`src/rtl/line_buffer_pkg.sv`:
```
// Shared types and elaboration helpers for the line-buffer read sequencer.
package line_buffer_pkg;

   typedef enum logic [1:0] {
      IDLE  = 2'd0,
      READ  = 2'd1,
      DRAIN = 2'd2
   } lbr_state_e;

   localparam int LBR_RD_LAT_MIN = 1;
   localparam int LBR_RD_LAT_MAX = 2;

   function automatic bit lbr_rd_lat_legal(input int lat);
      return (lat >= LBR_RD_LAT_MIN) && (lat <= LBR_RD_LAT_MAX);
   endfunction

   // Width able to hold every value 0..n inclusive.
   function automatic int lbr_cnt_width(input int n);
      return $clog2(n + 1);
   endfunction

endpackage

```
`src/rtl/lbr_fifo.sv`:
```
// Synchronous register FIFO; zero-latency read from flops, flush clears occupancy in one cycle.
// Writes while full are dropped (the caller guarantees this never happens).
module lbr_fifo
   import line_buffer_pkg::*;
#(
   parameter int WIDTH = 9,
   parameter int DEPTH = 4,
   localparam int PW   = (DEPTH > 1) ? $clog2(DEPTH) : 1,
   localparam int CW   = lbr_cnt_width(DEPTH)
) (
   input  logic             clk_i,
   input  logic             rst_i,
   input  logic             flush_i,
   input  logic             wr_vld_i,
   input  logic [WIDTH-1:0] wr_dat_i,
   input  logic             rd_rdy_i,
   output logic             rd_vld_o,
   output logic [WIDTH-1:0] rd_dat_o,
   output logic [CW-1:0]    count_o,
   output logic             full_o,
   output logic             empty_o
);

   logic [WIDTH-1:0] mem_q [DEPTH];
   logic [PW-1:0]    rd_ptr_q, rd_ptr_d;
   logic [PW-1:0]    wr_ptr_q, wr_ptr_d;
   logic [CW-1:0]    count_q, count_d;
   logic             wr_en, rd_en;

   function automatic logic [PW-1:0] ptr_inc(input logic [PW-1:0] p);
      return (p == PW'(DEPTH - 1)) ? '0 : p + 1'b1;
   endfunction

   assign full_o   = (count_q == CW'(DEPTH));
   assign empty_o  = (count_q == '0);
   assign count_o  = count_q;
   assign rd_vld_o = ~empty_o;
   // Idle output reads as zero so the stream shows clean reset values.
   assign rd_dat_o = empty_o ? '0 : mem_q[rd_ptr_q];

   assign wr_en = wr_vld_i & ~full_o;
   assign rd_en = rd_rdy_i & ~empty_o;

   always_comb begin
      rd_ptr_d = rd_en ? ptr_inc(rd_ptr_q) : rd_ptr_q;
      wr_ptr_d = wr_en ? ptr_inc(wr_ptr_q) : wr_ptr_q;
      count_d  = count_q;
      if (wr_en && !rd_en) begin
         count_d = count_q + 1'b1;
      end else if (!wr_en && rd_en) begin
         count_d = count_q - 1'b1;
      end
   end

   always_ff @(posedge clk_i) begin
      if (rst_i || flush_i) begin
         rd_ptr_q <= '0;
         wr_ptr_q <= '0;
         count_q  <= '0;
      end else begin
         rd_ptr_q <= rd_ptr_d;
         wr_ptr_q <= wr_ptr_d;
         count_q  <= count_d;
      end
   end

   always_ff @(posedge clk_i) begin
      if (wr_en) begin
         mem_q[wr_ptr_q] <= wr_dat_i;
      end
   end

endmodule

```
`src/rtl/line_buffer_reader.sv`:
```
// Line-buffer read sequencer: start -> first RAM read next cycle, data out RD_LAT+1 cycles later; reads are
// credit-limited by FIFO space so m_ready backpressure never drops data. Optional abort port: LINE_BUFFER_READER_ABORT_EN.
module line_buffer_reader
   import line_buffer_pkg::*;
#(
   parameter int DATA_WIDTH = 8,
   parameter int ADDR_WIDTH = 9,
   parameter int RD_LAT     = 2,
   parameter int FIFO_DEPTH = 4
) (
   input  logic                  rclk,
   input  logic                  rst,
   input  logic                  start,
   input  logic [ADDR_WIDTH-1:0] base_addr,
   input  logic [ADDR_WIDTH:0]   len,
   output logic                  busy,
   output logic                  done,
   output logic                  ram_re,
   output logic [ADDR_WIDTH-1:0] ram_raddr,
   input  logic [DATA_WIDTH-1:0] ram_rdata,
   output logic [DATA_WIDTH-1:0] m_data,
   output logic                  m_valid,
   input  logic                  m_ready,
   output logic                  m_last
`ifdef LINE_BUFFER_READER_ABORT_EN
   ,
   input  logic                  abort
`endif
);

   localparam int CW = lbr_cnt_width(FIFO_DEPTH);
   localparam int IW = lbr_cnt_width(RD_LAT);
   localparam int UW = CW + 2;
   localparam int LW = ADDR_WIDTH + 1;

   generate
      if (!lbr_rd_lat_legal(RD_LAT)) begin : g_bad_rd_lat
         $error("line_buffer_reader: RD_LAT must be 1 or 2");
      end
      if (FIFO_DEPTH < 2) begin : g_bad_depth
         $error("line_buffer_reader: FIFO_DEPTH must be at least 2");
      end
   endgenerate

   lbr_state_e            state_q, state_d;
   logic [ADDR_WIDTH-1:0] addr_q, addr_d;
   logic [LW-1:0]         issue_left_q, issue_left_d;
   logic [LW-1:0]         wr_left_q, wr_left_d;
   logic [RD_LAT-1:0]     sr_q, sr_d;
   logic                  done_q, done_d;

   logic [IW-1:0]         inflight;
   logic [UW-1:0]         used;
   logic                  credit_ok;
   logic                  flush;
   logic                  start_ok;
   logic                  pop;

   logic                  fifo_wr;
   logic                  fifo_wr_last;
   logic [DATA_WIDTH:0]   fifo_rd_dat;
   logic [CW-1:0]         fifo_count;
   logic                  fifo_full;
   logic                  fifo_empty;

`ifdef LINE_BUFFER_READER_ABORT_EN
   assign flush    = abort & (state_q != IDLE);
   assign start_ok = start & ~abort;
`else
   assign flush    = 1'b0;
   assign start_ok = start;
`endif

   always_comb begin
      inflight = '0;
      for (int i = 0; i < RD_LAT; i++) begin
         inflight = inflight + IW'(sr_q[i]);
      end
   end

   // Credit uses only registered occupancy; a pop this cycle frees credit next cycle.
   assign used      = UW'(fifo_count) + UW'(inflight);
   assign credit_ok = (used < UW'(FIFO_DEPTH));

   // Tail of the latency pipe marks the cycle ram_rdata belongs to an issued read.
   assign sr_d         = RD_LAT'({sr_q, ram_re});
   assign fifo_wr      = sr_q[RD_LAT-1];
   assign fifo_wr_last = (wr_left_q == LW'(1));
   assign pop          = m_valid & m_ready;

   always_comb begin
      state_d      = state_q;
      addr_d       = addr_q;
      issue_left_d = issue_left_q;
      wr_left_d    = wr_left_q;
      done_d       = 1'b0;
      ram_re       = 1'b0;

      if (fifo_wr) begin
         wr_left_d = wr_left_q - 1'b1;
      end

      case (state_q)
         IDLE: begin
            if (start_ok) begin
               if (len == '0) begin
                  done_d = 1'b1;
               end else begin
                  state_d      = READ;
                  addr_d       = base_addr;
                  issue_left_d = len;
                  wr_left_d    = len;
               end
            end
         end
         READ: begin
            ram_re = credit_ok;
            if (credit_ok) begin
               addr_d       = addr_q + 1'b1;
               issue_left_d = issue_left_q - 1'b1;
               if (issue_left_q == LW'(1)) begin
                  state_d = DRAIN;
               end
            end
         end
         DRAIN: begin
            if (pop && m_last) begin
               state_d = IDLE;
               done_d  = 1'b1;
            end
         end
         default: state_d = IDLE;
      endcase

      if (flush) begin
         state_d = IDLE;
         done_d  = 1'b0;
      end
   end

   always_ff @(posedge rclk) begin
      if (rst) begin
         state_q      <= IDLE;
         addr_q       <= '0;
         issue_left_q <= '0;
         wr_left_q    <= '0;
         sr_q         <= '0;
         done_q       <= 1'b0;
      end else begin
         state_q      <= state_d;
         addr_q       <= addr_d;
         issue_left_q <= issue_left_d;
         wr_left_q    <= wr_left_d;
         sr_q         <= flush ? '0 : sr_d;
         done_q       <= done_d;
         if (!flush) begin
            assert (!(fifo_wr && fifo_full));
         end
      end
   end

   lbr_fifo #(
      .WIDTH (DATA_WIDTH + 1),
      .DEPTH (FIFO_DEPTH)
   ) u_fifo (
      .clk_i    (rclk),
      .rst_i    (rst),
      .flush_i  (flush),
      .wr_vld_i (fifo_wr),
      .wr_dat_i ({fifo_wr_last, ram_rdata}),
      .rd_rdy_i (m_ready),
      .rd_vld_o (m_valid),
      .rd_dat_o (fifo_rd_dat),
      .count_o  (fifo_count),
      .full_o   (fifo_full),
      .empty_o  (fifo_empty)
   );

   assign busy      = (state_q != IDLE);
   assign done      = done_q;
   assign ram_raddr = addr_q;
   assign m_data    = fifo_rd_dat[DATA_WIDTH-1:0];
   assign m_last    = fifo_rd_dat[DATA_WIDTH] & ~fifo_empty;

endmodule

```
`config.mk`:
```
export PLATFORM = sky130hd
export DESIGN_NAME = line_buffer_reader
export DESIGN_NICKNAME = d
export VERILOG_FILES = /design/src/rtl/line_buffer_pkg.sv /design/src/rtl/lbr_fifo.sv /design/src/rtl/line_buffer_reader.sv
export SDC_FILE = /design/constraint.sdc
export NUM_CORES = 1
export LEC_CHECK = 0
export CAP_MARGIN = 25
export CORE_UTILIZATION = 49
export DETAILED_ROUTE_END_ITERATION = 16
export PLACE_DENSITY = 0.75
export SLEW_MARGIN = 40
export SYNTH_ARGS = -nofsm -noshare
export SYNTH_HDL_FRONTEND = slang
export SYNTH_SLANG_ARGS = --single-unit
```
`constraint.sdc`:
```
create_clock -name rclk -period 2.34 [get_ports rclk]
set_clock_uncertainty 0.15 [all_clocks]
set_input_delay 0.702 -clock rclk [delete_from_list [all_inputs] [get_ports rclk]]
set_output_delay 0.702 -clock rclk [all_outputs]
set_load 0.02 [all_outputs]
```
---- Word-level counts from Yosys, hierarchy flattened ----
Memory sizes are Yosys's and may differ from the RTL's. A register that Yosys moved wholly into a read port is not among the register bits.
Index checks and enable logic that the tools add are counted.
storage, ports and cells
  logic and storage cells ................. 82
  memories kept ........................... 1
  memory bits (read-only) ................. 0
  bits in latches ......................... 0
  output and inout bits ................... 22
  register bits after elaboration ......... 41
  bits in writable memories ............... 36
memory list
  name          depth  bits a word  rd ports  clocked after Yosys merged registers in  wr ports  RTL line        source
  u_fifo.mem_q  4      9            1         1                                        1         lbr_fifo.sv:24  logic [WIDTH-1:0] mem_q [DEPTH];
cells by class
  eq/ne operators ......................... 12
  reductions and logical operators ........ 13
  bitwise gates (word level) .............. 5
  $lt $le $gt $ge ......................... 1
  $mul .................................... 0
  shift-type cells ........................ 0
  div/mod/pow operators ................... 0
  $add $sub $neg .......................... 9
  muxes and demuxes ....................... 32
operators with widths
  operator                                                                      count
  10-bit 2-to-1 mux                                                             7
  9-bit 2-to-1 mux                                                              4
  10-bit by 1-bit equality test with 1-bit output, second input constant        2
  10-bit case mux with 2 select lines                                           1
  10-bit by 1-bit subtractor with 10-bit output, second input constant          2
  2-bit 2-to-1 mux                                                              9
  9-bit case mux with 2 select lines                                            1
  10-bit zero test                                                              1
  2-bit inequality test, second input constant                                  5
  9-bit by 1-bit adder with 9-bit output, second input constant                 1
  2-bit equality test, second input constant                                    3
  1-bit 2-to-1 mux                                                              6
  3-bit 2-to-1 mux                                                              2
  2-bit case mux with 3 select lines                                            1
  2-bit nonzero test                                                            3
  5-bit AND reduction                                                           1
  2-bit by 1-bit adder with 2-bit output, second input constant                 2
  3-bit by 2-bit adder with 4-bit output                                        1
  4-bit by 3-bit less-than comparator with 1-bit output, second input constant  1
  4-bit AND reduction                                                           1
  3-bit by 1-bit adder with 3-bit output, second input constant                 1
  1-bit bitwise AND                                                             3
  3-bit equality test, second input constant                                    1
  1-bit logical AND                                                             3
  8 further kinds                                                               10

---- Depth between registers and ports, before layout ----
Gate-level depths: netlist (run 1).
  depth after elaboration ................. 7
  mapped depth ............................ 8

---- Hierarchy ----
From an unflattened synthesis (run 1), not the netlist that was laid out.
second synthesis, totals
  cell total of the unflattened synthesis .. 352
  area, all modules ....................... 3867.5 um2
by module, submodules not included
  module              area each (um2)  seq. area each (um2)  cells an instance  times used
  line_buffer_reader  2013.2           680.7                 243                1
  lbr_fifo            1854.3           1261.2                109                1

---- Worst setup path after synthesis (run 1) ----
No wires, ideal clock.
  path kind ............................... flip-flop to flip-flop
  start point ............................. register u_fifo.count_q[0], in the netlist u_fifo.count_o[0]
  end point ............................... register u_fifo.count_q[2], in the netlist u_fifo.count_o[2]
  cell stages (with the launch flop) ...... 9
  library setup time ...................... 71 ps
  buffers on the path ..................... 0
  data arrival time ....................... 2086 ps
  setup slack ............................. 34 ps
  period minus slack after synthesis ...... 2306 ps
  cells stage by stage .................... dfxtp_1 > or3_1 > nand2_1 > ha_1 > inv_1 > fa_1 > xor2_1 > or3_1 > a21oi_1
on the way
  cells in the longest elaborated chain, start to end .. 6
  elaborated cells on any way between the ends .. 15
ends and longest elaborated chain
  element                                                                              RTL line        source
  start: declaration                                                                   lbr_fifo.sv:27  logic [CW-1:0] count_q, count_d;
  start signal: assignment                                                             lbr_fifo.sv:63  count_q <= count_d;
  branches (longest 6 deep; another with 3-bit by 1-bit subtractor with 3-bit output)  n/a
Parallel ways; which one is timed is not known. The select of a mux whose other input is x is not followed.
A chain may end at the register's enable or synchronous reset.

==> results of run 1 <==
## final cells by class
cell class	count	area, sq um
well taps	102	127.6
fillers	585	2570
multi-input cells	228	1866
clock buffers	9	123.9
flip-flops and latches	79	1949
repair buffers	103	940.9
inverters	14	53.80
clock inverters	7	56.30
## layout by cell type, fill, tap and decap left out, drive strengths merged, types with 12 or more instances in the layout
cell type	Yosys	routed
nand2	19	19
nor2	20	20
dfxtp	43	43
clkdlybuf4s50	0	36
buf	9	62
edfxtp	36	36
inv	13	16
and2	14	14
ha	12	12
a21oi	20	20
## registers in the layout, summed over array words and instances (netlist names), named ones only
name,flops
done,1
sr_q,2
u_fifo.count_o,3
u_fifo.wr_ptr_q,2
ram_raddr,9
u_fifo.rd_ptr_q,2
issue_left_q,10
state_q,2
wr_left_q,10
u_fifo.mem_q,36
## worst paths after layout
path	slack [ps]	to	from
setup / recovery	-150	m_data[0]	register
setup reg to reg	0	u_fifo.count_o[2]$_SDFFE_PP0P_	u_fifo.count_o[2]$_SDFFE_PP0P_
hold reg to reg	350	sr_q[1]$_SDFF_PP0_	sr_q[0]$_SDFF_PP0_
hold / removal	350	sr_q[1]$_SDFF_PP0_	sr_q[0]$_SDFF_PP0_
## metal layers
| metal | GRT usage | wire length [um] | up-vias |
|---|---|---|---|
| li1 | - | - | 1491 |
| met1 | 0.2937 | 3909 | 1488 |
| met2 | 0.3643 | 4324 | 100 |
| met3 | 0.04271 | 539 | 18 |
| met4 | 0.1019 | 205 | 0 |
| met5 | 0 | 0 | - |
## timing repair
action                                  CTS  global route
gates resized for setup                  81            14
pin swaps                                 9             8
endpoints found under the setup margin   16            20
buffers inserted                          1             3
## cell families after synthesis
group                      after synthesis  synth area share
AOI/OAI and AO/OA                       80            0.1668
xor gates and xnor gates                10           0.02255
adders and majority gates               13           0.04380
buffers and inverters                   33           0.04058
DFF                                     79            0.4998
muxes                                   15           0.06763
and+or+nand+nor                        110            0.1588
## power groups by stage
stage,sequential [mW],clock [mW],combinational [mW]
floorplan,1.72,0,0.922
global placement,1.69,0,1.63
detailed placement,1.70,0,1.66
CTS,1.68,0.952,1.81
global route,1.71,1.01,2.06
finish,1.69,0.938,1.91
## through the flow
stage | hold WS, ps | utilization
floorplan | 294.7 | -
global placement | 306.0 | 0.6252
detailed placement | 311.6 | 0.6252
CTS | 324.4 | 0.6553
global route | 368.9 | 0.6657
finish | 351.2 | 0.6657
==> impl_metrics.env, run 1 <==
export IMPL_status="finished with violations"
export IMPL_violations="design-rule violations, negative setup slack"
export IMPL_diodes=0
export IMPL_leakage_nw=1.913
export IMPL_pre_cts_slack_ps=-400.7
export IMPL_timing_final_crit_share=1.062
export IMPL_slew_violations=0
export IMPL_synth_edf_count=36
export IMPL_cap_violations=0
export IMPL_setup_slack_ps=-145.0
export IMPL_swShare=0.3453
export IMPL_num_vias=3097
export IMPL_critPathMaxStageDelay_ps=500
export IMPL_critical_path_class="reg2out"
export IMPL_netlist_instances=340
export IMPL_place_hpwl_um=6334
export IMPL_powerDensity_nw_per_um2=887.4
export IMPL_cts_root_buf="clkbuf_8"
export IMPL_synth_top_area_cell="edfxtp_1"
export IMPL_grt_max_degree=21
export IMPL_synth_area_leaders="edfxtp_1, dfxtp_1, mux4_2"
export IMPL_avgRoutedWirePerCell_um=16.56
export IMPL_ys_types=63
export IMPL_cts_sinks=79
export IMPL_grt_pass1_wl_um=14510
export IMPL_vdd_drop_max_v=0.0004190
export IMPL_path_clk_slew_ps=80
export IMPL_io_pins=53
export IMPL_area_growth_pct=31.72
export IMPL_worstHoldPathType="reg2reg"
export IMPL_yosysMostFrequentCell="dfxtp_1"
export IMPL_crit_fanout=8
export IMPL_ys_ff_latch=79
export IMPL_initial_utilization=0.5054
export IMPL_drt_pass1_iter_count=10
export IMPL_routed_wl_um=8978
export IMPL_yosysWarningCount=0
export IMPL_worst_pin_slew_ps=549.3
export IMPL_crit_buf_inv=2
export IMPL_drtAntennaViolNets=0
export IMPL_design_area_sq_um=5117
export IMPL_intPower_mw=2.973
export IMPL_syn_num_nets=384
export IMPL_drive_gt1_frac=0.2864
export IMPL_synthTopCellsByCount="dfxtp_1, edfxtp_1, a21oi_1"
export IMPL_gp_congestion=0.8399
export IMPL_cp_required_ps=1490
export IMPL_worst_path_dominant_cell_family="multiplexers"
export IMPL_cts_hold_buf=0
export IMPL_viasPerCell=5.714
export IMPL_die_x_um=91.04
export IMPL_synth_avg_cell_area_sq_um=11.43
export IMPL_dieArea_sq_um=8288
export IMPL_route_detailed_drc=1
export IMPL_setup_worst_path_end_class="output port"
export IMPL_place_inst=522
export IMPL_clk_latency_ps=350
export IMPL_clock_path_buffers=2
export IMPL_placement_io_buffers=52
export IMPL_netlist_area_sq_um=3885
export IMPL_hold_viol=0
export IMPL_grt_pass1_vias=3018
export IMPL_dr_first_iter_drc_count=115
export IMPL_chipHeight_um=91.04
export IMPL_grt_util_all_layers=0.2253
export IMPL_tritoncts="built"
export IMPL_place_area_sq_um=4806
export IMPL_row_count=32
export IMPL_power_frac_seq=0.372
export IMPL_path_depth=4
export IMPL_clockPowerShare=0.206
export IMPL_min_period_ps=2485
export IMPL_arrival_ps=1630
export IMPL_fp_coreArea_sq_um=7687
export IMPL_async_reset_ff_frac=0
export IMPL_yosysSeqAreaShare=0.4998
export IMPL_setup_violations_final=10
export IMPL_combPwrFrac=0.421
export IMPL_rsz0062_at_grt="yes"
export IMPL_globalRouteOverflowTotal=0
export IMPL_fmaxAchievable_ghz=0.4024
export IMPL_cts_buffers=9
export IMPL_cp_slowest_cell="mux4_2"
export IMPL_setup_tns_ps=-1303
export IMPL_critPathLaunchType="register"
export IMPL_synth_ff_type="dfxtp_1"
export IMPL_min_path_cells=1
export IMPL_power_net_switching_mw=1.568
export IMPL_ff2ff_path_depth=9
export IMPL_worstPathCellList="buf_12 > mux4_2 > and2_4 > buf_6"
export IMPL_antenna_found_initial=0
export IMPL_synth_top_area_frac=0.2783
export IMPL_maxSlewHeadroom=0.6243
export IMPL_layout_nets=479
export IMPL_fin_cells=542
export IMPL_total_power_mw=4.541
export IMPL_htreeDepth=3
(Power assumes the default switching activity.)
==> run 2, diff against run 1 <==
- CAP_MARGIN: 25 -> not set
- SETUP_SLACK_MARGIN: not set -> 0.05
==> impl_metrics.env, run 2 (synthesis gave the netlist of run 1 again) <==
export IMPL_min_period_ps=2491
export IMPL_regMostFlops="u_fifo.mem_q"
export IMPL_clockPowerShare=0.245
export IMPL_grt_pass1_wl_um=15370
export IMPL_path_clk_slew_ps=90
export IMPL_rsz0062_at_grt="yes"
export IMPL_die_x_um=91.04
export IMPL_setup_worst_path_end_class="output port"
export IMPL_timing_final_crit_share=1.065
export IMPL_cp_required_ps=1490
export IMPL_place_inst=521
export IMPL_hold_ws_ps=349.1
export IMPL_setup_violations_final=10
export IMPL_clock_path_buffers=2
export IMPL_clk_latency_ps=350
export IMPL_dr_first_iter_drc_count=212
export IMPL_worstHoldPathType="reg2reg"
export IMPL_leakage_nw=1.953
export IMPL_drt_pass1_iter_count=4
export IMPL_power_net_switching_mw=1.641
export IMPL_cts_buffers=9
export IMPL_fin_cells=539
export IMPL_cts_sinks=79
export IMPL_total_power_mw=4.812
export IMPL_num_vias=3076
export IMPL_grt_util_all_layers=0.2380
export IMPL_grt_pass1_vias=3067
export IMPL_final_common_cell="buf_4"
export IMPL_globalRouteOverflowTotal=0
export IMPL_slew_violations=0
export IMPL_fp_coreArea_sq_um=7687
export IMPL_setup_slack_ps=-151.3
export IMPL_cts_hold_buf=0
export IMPL_status="finished with violations"
export IMPL_filler_cell_count=594
export IMPL_critical_path_class="reg2out"
export IMPL_layout_nets=476
export IMPL_initial_utilization=0.5054
export IMPL_grt_max_degree=21
export IMPL_critPathLaunchType="register"
export IMPL_r2r_start="u_fifo.count_o[0]$_SDFFE_PP0P_"
export IMPL_cts_root_buf="clkbuf_8"
export IMPL_worst_pin_slew_ps=548.2
export IMPL_swShare=0.3410
export IMPL_row_count=32
export IMPL_htreeDepth=3
export IMPL_drive_gt1_frac=0.2838
export IMPL_avgRoutedWirePerCell_um=17.60
export IMPL_area_growth_pct=32.82
export IMPL_powerDensity_nw_per_um2=932.5
export IMPL_viasPerCell=5.707
export IMPL_gp_congestion=0.8637
export IMPL_route_detailed_drc=0
export IMPL_combPwrFrac=0.403
export IMPL_place_hpwl_um=6349
export IMPL_arrival_ps=1640
export IMPL_io_pins=53
export IMPL_maxSlewHeadroom=0.6251
export IMPL_crit_fanout=5
export IMPL_diodes=0
export IMPL_antenna_found_initial=0
export IMPL_fmaxAchievable_ghz=0.4014
export IMPL_drtAntennaViolNets=0
export IMPL_pre_cts_slack_ps=-405.3
export IMPL_cap_violations=0
export IMPL_hp_start="u_fifo.rd_ptr_q[0]$_SDFFE_PP0P_"
export IMPL_routed_wl_um=9487
export IMPL_final_cell_mix="buf_4, dfxtp_1, edfxtp_1"
export IMPL_placement_io_buffers=52
export IMPL_hold_viol=0
export IMPL_reg_top3="u_fifo.mem_q x36, issue_left_q x10, wr_left_q x10"
export IMPL_vdd_drop_max_v=0.0004648
export IMPL_power_frac_seq=0.352
export IMPL_intPower_mw=3.171
export IMPL_dieArea_sq_um=8288
export IMPL_largest_reg_flops=36
export IMPL_chipHeight_um=91.04
export IMPL_violations="negative setup slack"
export IMPL_tritoncts="built"
run 2: power groups by stage:
stage	logic (mW)	clock network, mW	registers (mW)
4_1_cts	1.90	1.19	1.68
3_3_place_gp	1.61	0	1.69
5_1_grt	2.06	1.26	1.71
2_1_floorplan	0.940	0	1.72
3_5_place_dp	1.66	0	1.70
6_report	1.94	1.18	1.69
run 2: area by class of cell:
cell class	instances	area, sq um	share of cell area
clock buffer	9	123.9	0.02401
clock inverter	7	106.4	0.02061
inverter	14	53.80	0.01043
multi-input combinational	229	1873	0.3630
sequential	79	1948	0.3775
tap	102	127.6	0.02473
timing repair buffer	99	927.1	0.1797
run 2: what timing repair did:
item,CTS,global route
pin swaps,13,1
resized for setup,89,10
cloned,1,0
setup buffers,1,0
endpoints found under the setup margin,28,17
run 2: stage by stage:
stage / setup TNS (ps) / cell area (sq um) / utilization
floorplan: 0 / 3894 / -
global placement: -9291 / 4807 / 0.6253
detailed placement: -10410 / 4807 / 0.6253
CTS: -1517 / 5125 / 0.6667
global route: -1869 / 5160 / 0.6712
finish: -1295 / 5160 / 0.6712
run 2: path summary, 6_finish.rpt:
check / end / depth (start not counted) / slack (ps)
min: register / 2 / 350
min reg2reg: register / 2 / 350
max reg2reg: u_fifo.count_o[2]$_SDFFE_PP0P_ / 9 / 10
max: m_data[3] / 4 / -150
run 2: worst max-delay path: stages, from the launching register on:
cell     delay (ps)
dfxtp_4         380
buf_8           130
mux4_2          500
and2_4          150
buf_6           120
run 2: routing by layer:
| layer | GRT usage | part of all wire | wire, um | vias to the layer above |
|---|---|---|---|---|
| met2 | 0.3883 | 0.49 | 4649 | 78 |
| li1 | - | - | - | 1481 |
| met5 | 0 | 0 | 0 | - |
| met4 | 0.07407 | 0.015 | 139 | 0 |
| met1 | 0.3207 | 0.45 | 4292 | 1505 |
| met3 | 0.04606 | 0.043 | 405 | 12 |
